**config.mk**
```make
export PLATFORM = sky130hd
export DESIGN_NAME = uart_cmd_resp
export DESIGN_NICKNAME = d
export VERILOG_FILES = /design/src/rtl/uart_cmd_resp_pkg.sv /design/src/rtl/uart_cmd_resp.sv
export SDC_FILE = /design/constraint.sdc
export NUM_CORES = 1
export LEC_CHECK = 0
export CAP_MARGIN = 5
export CORE_MARGIN = 2
export CORE_UTILIZATION = 55
export DETAILED_ROUTE_END_ITERATION = 10
export PLACE_DENSITY_LB_ADDON = 0.08
export SLEW_MARGIN = 25
export SYNTH_ARGS = -nofsm -noshare
export SYNTH_HDL_FRONTEND = slang
export SYNTH_SLANG_ARGS = --single-unit
```
**constraint.sdc**
```tcl
create_clock -name clk -period 3.45 [get_ports clk]
set_clock_uncertainty 0.05 [all_clocks]
set_input_delay 1.035 -clock clk [delete_from_list [all_inputs] [get_ports clk]]
set_output_delay 1.035 -clock clk [all_outputs]
set_load 0.01 [all_outputs]
```
**src/rtl/uart_cmd_resp_pkg.sv**
```systemverilog
// Shared constants and state encoding for the UART command/response engine.
package uart_cmd_resp_pkg;

    localparam logic [7:0] HDR_REQ = 8'hA5;
    localparam logic [7:0] HDR_RSP = 8'h5A;
    localparam logic [7:0] CMD_WR  = 8'h01;
    localparam logic [7:0] CMD_RD  = 8'h02;
    localparam logic [7:0] ST_OK   = 8'h00;
    localparam logic [7:0] ST_CHK  = 8'h01;
    localparam logic [7:0] ST_CMD  = 8'h02;

    typedef enum logic [2:0] {
        S_HUNT,
        S_FETCH,
        S_CAPT,
        S_EXEC,
        S_RWAIT,
        S_SEND
    } state_t;

endpackage

```
**src/rtl/uart_cmd_resp.sv**
```systemverilog
// Pulls 6-byte request frames from the RX FIFO, does one 16-bit register
// access, and pushes a 6-byte response frame into the TX FIFO.
module uart_cmd_resp
    import uart_cmd_resp_pkg::*;
#(
    parameter int TIMEOUT_CYC = 100000,
    parameter int TO_W        = 17
) (
    input  logic        clk,
    input  logic        rst,
    input  logic        rx_fifo_empty,
    output logic        rx_fifo_ren,
    input  logic [7:0]  rx_fifo_rdata,
    input  logic        tx_fifo_full,
    output logic        tx_fifo_wen,
    output logic [7:0]  tx_fifo_wdata,
    output logic        reg_wen,
    output logic        reg_ren,
    output logic [7:0]  reg_addr,
    output logic [15:0] reg_wdata,
    input  logic [15:0] reg_rdata,
    output logic        frame_err
);

    localparam logic [TO_W-1:0] TO_LAST = TO_W'(TIMEOUT_CYC - 1);

    state_t          state;
    logic            live;
    logic [2:0]      idx;
    logic [5:1][7:0] fbuf;
    logic [7:0]      acc;
    logic [TO_W-1:0] to_cnt;
    logic [2:0]      k;
    logic [7:0]      status;
    logic [15:0]     rsp_d;
    logic [7:0]      tx_byte;

    logic chk_ok, cmd_wr, cmd_rd;

    assign chk_ok = (acc == fbuf[5]);
    assign cmd_wr = (fbuf[1] == CMD_WR);
    assign cmd_rd = (fbuf[1] == CMD_RD);

    // Strobes are gated by FIFO flags in the same cycle so a byte costs
    // exactly ren + capture; live keeps ren low while reset is applied.
    assign rx_fifo_ren = live && !rx_fifo_empty && (state == S_HUNT || state == S_FETCH);
    assign tx_fifo_wen = (state == S_SEND) && !tx_fifo_full;
    assign reg_wen     = (state == S_EXEC) && chk_ok && cmd_wr;
    assign reg_ren     = (state == S_EXEC) && chk_ok && cmd_rd;
    assign reg_addr    = fbuf[2];
    assign reg_wdata   = {fbuf[3], fbuf[4]};

    always_comb begin
        tx_byte = 8'h00;
        case (k)
            3'd0:    tx_byte = HDR_RSP;
            3'd1:    tx_byte = status;
            3'd2:    tx_byte = fbuf[2];
            3'd3:    tx_byte = rsp_d[15:8];
            3'd4:    tx_byte = rsp_d[7:0];
            default: tx_byte = status ^ fbuf[2] ^ rsp_d[15:8] ^ rsp_d[7:0];
        endcase
    end

    assign tx_fifo_wdata = tx_fifo_wen ? tx_byte : 8'h00;

    always_ff @(posedge clk or negedge rst) begin
        if (!rst) begin
            state     <= S_HUNT;
            live      <= 1'b0;
            idx       <= '0;
            fbuf      <= '0;
            acc       <= '0;
            to_cnt    <= '0;
            k         <= '0;
            status    <= '0;
            rsp_d     <= '0;
            frame_err <= 1'b0;
        end else begin
            live      <= 1'b1;
            frame_err <= 1'b0;
            case (state)
                S_HUNT: begin
                    if (rx_fifo_ren) begin
                        idx   <= '0;
                        state <= S_CAPT;
                    end
                end
                S_FETCH: begin
                    if (rx_fifo_ren) begin
                        state <= S_CAPT;
                    end else if (to_cnt == TO_LAST) begin
                        state     <= S_HUNT;
                        frame_err <= 1'b1;
                        idx       <= '0;
                        to_cnt    <= '0;
                    end else begin
                        to_cnt <= to_cnt + 1'b1;
                    end
                end
                S_CAPT: begin
                    to_cnt <= '0;
                    if (idx == 3'd0) begin
                        // Only the header byte is checked here; A5 inside a frame is data.
                        if (rx_fifo_rdata == HDR_REQ) begin
                            idx   <= 3'd1;
                            acc   <= '0;
                            state <= S_FETCH;
                        end else begin
                            state <= S_HUNT;
                        end
                    end else begin
                        for (int i = 1; i <= 5; i++)
                            if (idx == 3'(i)) fbuf[i] <= rx_fifo_rdata;
                        if (idx != 3'd5) acc <= acc ^ rx_fifo_rdata;
                        if (idx == 3'd5) begin
                            state <= S_EXEC;
                        end else begin
                            idx   <= idx + 3'd1;
                            state <= S_FETCH;
                        end
                    end
                end
                S_EXEC: begin
                    rsp_d <= {fbuf[3], fbuf[4]};
                    k     <= '0;
                    if (!chk_ok)               status <= ST_CHK;
                    else if (!cmd_wr && !cmd_rd) status <= ST_CMD;
                    else                       status <= ST_OK;
                    state <= (chk_ok && cmd_rd) ? S_RWAIT : S_SEND;
                end
                S_RWAIT: begin
                    rsp_d <= reg_rdata;
                    state <= S_SEND;
                end
                S_SEND: begin
                    if (!tx_fifo_full) begin
                        if (k == 3'd5) begin
                            k     <= '0;
                            idx   <= '0;
                            state <= S_HUNT;
                        end else begin
                            k <= k + 3'd1;
                        end
                    end
                end
                default: state <= S_HUNT;
            endcase
        end
    end

endmodule

```
==> results of run 1 <==
-- report_power, final --
part,switching (mW),internal [mW]
combinational,0.801,0.654
clock,0.410,0.412
sequential,0.247,1.37
-- flip-flops by register name, summed over array words and instances (netlist names) --
name	flops
to_cnt	17
fbuf	16
reg_wdata	16
rsp_d	16
acc	8
reg_addr	8
idx	3
k	3
state	3
status	2
frame_err	1
live	1
-- per-layer routing --
layer,global-route usage,routed length (um),vias up
li1,-,-,1885
met1,0.379,5830,1993
met2,0.405,5880,127
met3,0.0439,633,20
met4,0.0759,240,0
met5,0,0,-
-- final timing paths --
path / to
max: tx_fifo_wdata[1]
min reg2reg: fbuf[2]
min: fbuf[2]
min in group asynchronous: to_cnt[15]
max reg2reg: reg_wdata[7]
max in group asynchronous: reg_addr[6]
-- logic make-up after synthesis --
family	share of synthesized area
xor gates and xnor gates	0.0651
muxes	0.124
DFF	0.460
buffers and inverters	0.0590
other	0.000734
adders and majority gates	0.0171
and+or+nand+nor	0.166
AOI/OAI and AO/OA	0.108
-- worst register-to-register path: stages, from the launching register on --
cell	delay, ns
dfrtp_1	0.39
buf_4	0.21
nor3b_2	0.64
and3_1	0.63
mux2_2	0.41
-- timing repair --
action,4_1_cts,5_1_grt
buffers inserted,1,0
gates resized for setup,16,12
pin swaps,2,4
endpoints found under the setup margin,11,6
cloned,0,0
-- cells in the mapped netlist, drive strengths merged (2+ instances only) --
cell type and n:
nor4 9, nand2 54, a41oi 2, a31oi 7
mux2i 17, xnor2 15, nor2 33, nand3 11
nor3 15, a21oi 12, or2 2, nand4b 5
mux2 41, a32o 2, o31ai 3, nand3b 3
a221oi 5, and2 4, nor3b 4, dfrtp 94
ha 7, buf 36, o21ai 28, or3 2
o21a 3, nand4 10, xor2 23, o211ai 2
a222oi 7, a22oi 3, nor2b 4, and3 5
inv 8, clkbuf 9, nand2b 4, o221ai 2
-- cells in the final DEF, fill, tap and decap left out, drive strengths merged, types with 12 or more instances in the layout --
cell type and n:
clkbuf 13, clkdlybuf4s50 51, a21oi 12, mux2i 17, buf 29, mux2 41, o21ai 28, xor2 23
nor2 33, xnor2 15, dfrtp 94, nand2 54, nor3 15
-- layout make-up --
| type | count | area, um2 | share of cell area |
|---|---|---|---|
| Clock inverter | 7 | 96.3 | 0.0159 |
| Tap cell | 111 | 139 | 0.0229 |
| Multi-Input combinational cell | 353 | 2480 | 0.409 |
| Sequential cell | 94 | 2350 | 0.388 |
| Inverter | 8 | 30.0 | 0.00495 |
| Timing Repair Buffer | 92 | 841 | 0.139 |
| Clock buffer | 9 | 124 | 0.0204 |
-- stage by stage --
stage	power, mW	hold WS [ns]	TNS [ns]	utilization	setup WS, ns
final	3.90	0.466	0	0.666	0.0717
after global routing	4.14	0.492	0	0.666	0.00523
after CTS	3.90	0.467	0	0.667	0.0242
after detailed placement	3.06	0.446	-1.77	0.640	-0.319
after global placement	3.00	0.431	-1.77	0.640	-0.310
after floorplan	2.63	0.410	0	-	0.307
==> qor.txt, run 1 <==
outcome = completed
vias in the first global route = 3,938
Cells after DPL = 657
antenna cell count = 0
share of layout cells above drive strength 1 = 0.190
Starting Density = 0.561
crit-path max FO = 10
average size of a mapped cell = 10.2 um2
Routed Antenna Nets = 0
Chip Width = 100 um
first-pass GRT wire length = 20,400 um
WP buf/inv = 3
final instance area = 6070 um2
Final Max Slew Viols = 0
area leader, netlist = dfrtp_1
Worst setup EP type = output port
RSZ-0062 raised after global routing = false
Fillers = 757
via/cell ratio = 5.97
Tot GR Track Use = 0.261
hold path start = fbuf[2]
Async S/R FF share, synth = 1.00
crit-path cells = clkdlybuf4s50_1 > nand3b_1 > buf_4 > a221oi_2 > clkdlybuf4s15_2
input/output buffers = 64
Post-synth EDFFs = 0
Worst IR Drop VDD = 0.351 mV
Syn Std Cell Area = 5110 um2
Mapped Nets = 535
startpoint types = input port
worst hold path type = reg -> reg
critical path class = in -> out
Vias = 4,025
Synth Register Bits = 94
Data arrival, critical path = 2.29 ns
total grt overflow = 0
maximum buffer depth of the clock tree = 2
initial antenna violation count = 0
# nets final = 593
R2R Setup Slk = 1.01 ns
HPWL Detailed = 8920 um
Synth top area share = 0.460
kind of cell adding the most delay to the critical path = buffers and inverters
Crit. path cell count = 5
Max Cap Viol = 0
slowest stage delay, CP = 0.43 ns
GPL Wtd Cong = 0.887
Yosys Warn Count = 0
Crit path required time = 2.36 ns
row cnt = 35
worst rel slew slack = 0.462
Primary FF master, synth = dfrtp_1
Final setup viols = 0
Reg2Reg Depth = 4
Post-Route WL = 12,600 um
Pwr Density = 642 nW/um2
clock sinks = 94
Post-Place Cell Area = 5830 um2
Yosys cell types = 55
clock-pin slew on the worst setup and hold paths = 0.09 ns
Worst setup startpoint = tx_fifo_full
hold_buf cts = 0
Lkg Pwr = 2.74 nW
Clock Latency Late Sink = 0.37 ns
# IOs = 65
Final Hold Viols = 0
synth top area cells = dfrtp_1 (46%), mux2_2 (8.8%), nand2_1 (4.0%)
Cells after Synth = 500
wire per inst = 18.7 um
Fmax achieved = 296 MHz
Die ar. = 10,100 um2
hold path cells = 1
CTS tree = yes
Reg-to-Reg Start = state[2]
DR pass1 iterations = 7
largest net degree at the start of global routing = 51
slowest stage cell, crit path = clkdlybuf4s50_1
fin cells = 674
Core Area = 9110 um2
Least-Margin Pin Slew = 0.807 ns
Final Cycle Share = 0.979
Tmin final = 3.38 ns
die height = 100 um
sequential-to-total area share from yosys stat = 0.460
Post-route DRC = 0
H-tree Lvls = 3
initial drt markers = 183
synth-to-layout area growth = 18.6%
Num CTS Buffers = 9
CTS root buf = clkbuf_8
Power figures use the tool's default switching activity.
==> inputs of run 2 (changes only) <==
--- a/config.mk
+++ b/config.mk
@@ -8,6 +8,7 @@
 export CAP_MARGIN = 5
 export CORE_MARGIN = 2
 export CORE_UTILIZATION = 55
+export CTS_CLUSTER_SIZE = 12
 export DETAILED_ROUTE_END_ITERATION = 10
 export PLACE_DENSITY_LB_ADDON = 0.08
 export SLEW_MARGIN = 25
==> results of run 2 <==
No change in the layout: final DEF, timing and power equal those of run 1.
==> inputs of run 3 (changes only) <==
--- a/config.mk
+++ b/config.mk
@@ -5,7 +5,6 @@
 export SDC_FILE = /design/constraint.sdc
 export NUM_CORES = 1
 export LEC_CHECK = 0
-export CAP_MARGIN = 5
 export CORE_MARGIN = 2
 export CORE_UTILIZATION = 55
 export CTS_CLUSTER_SIZE = 12
==> results of run 3 <==
No change in the layout: final DEF, timing and power equal those of run 1.
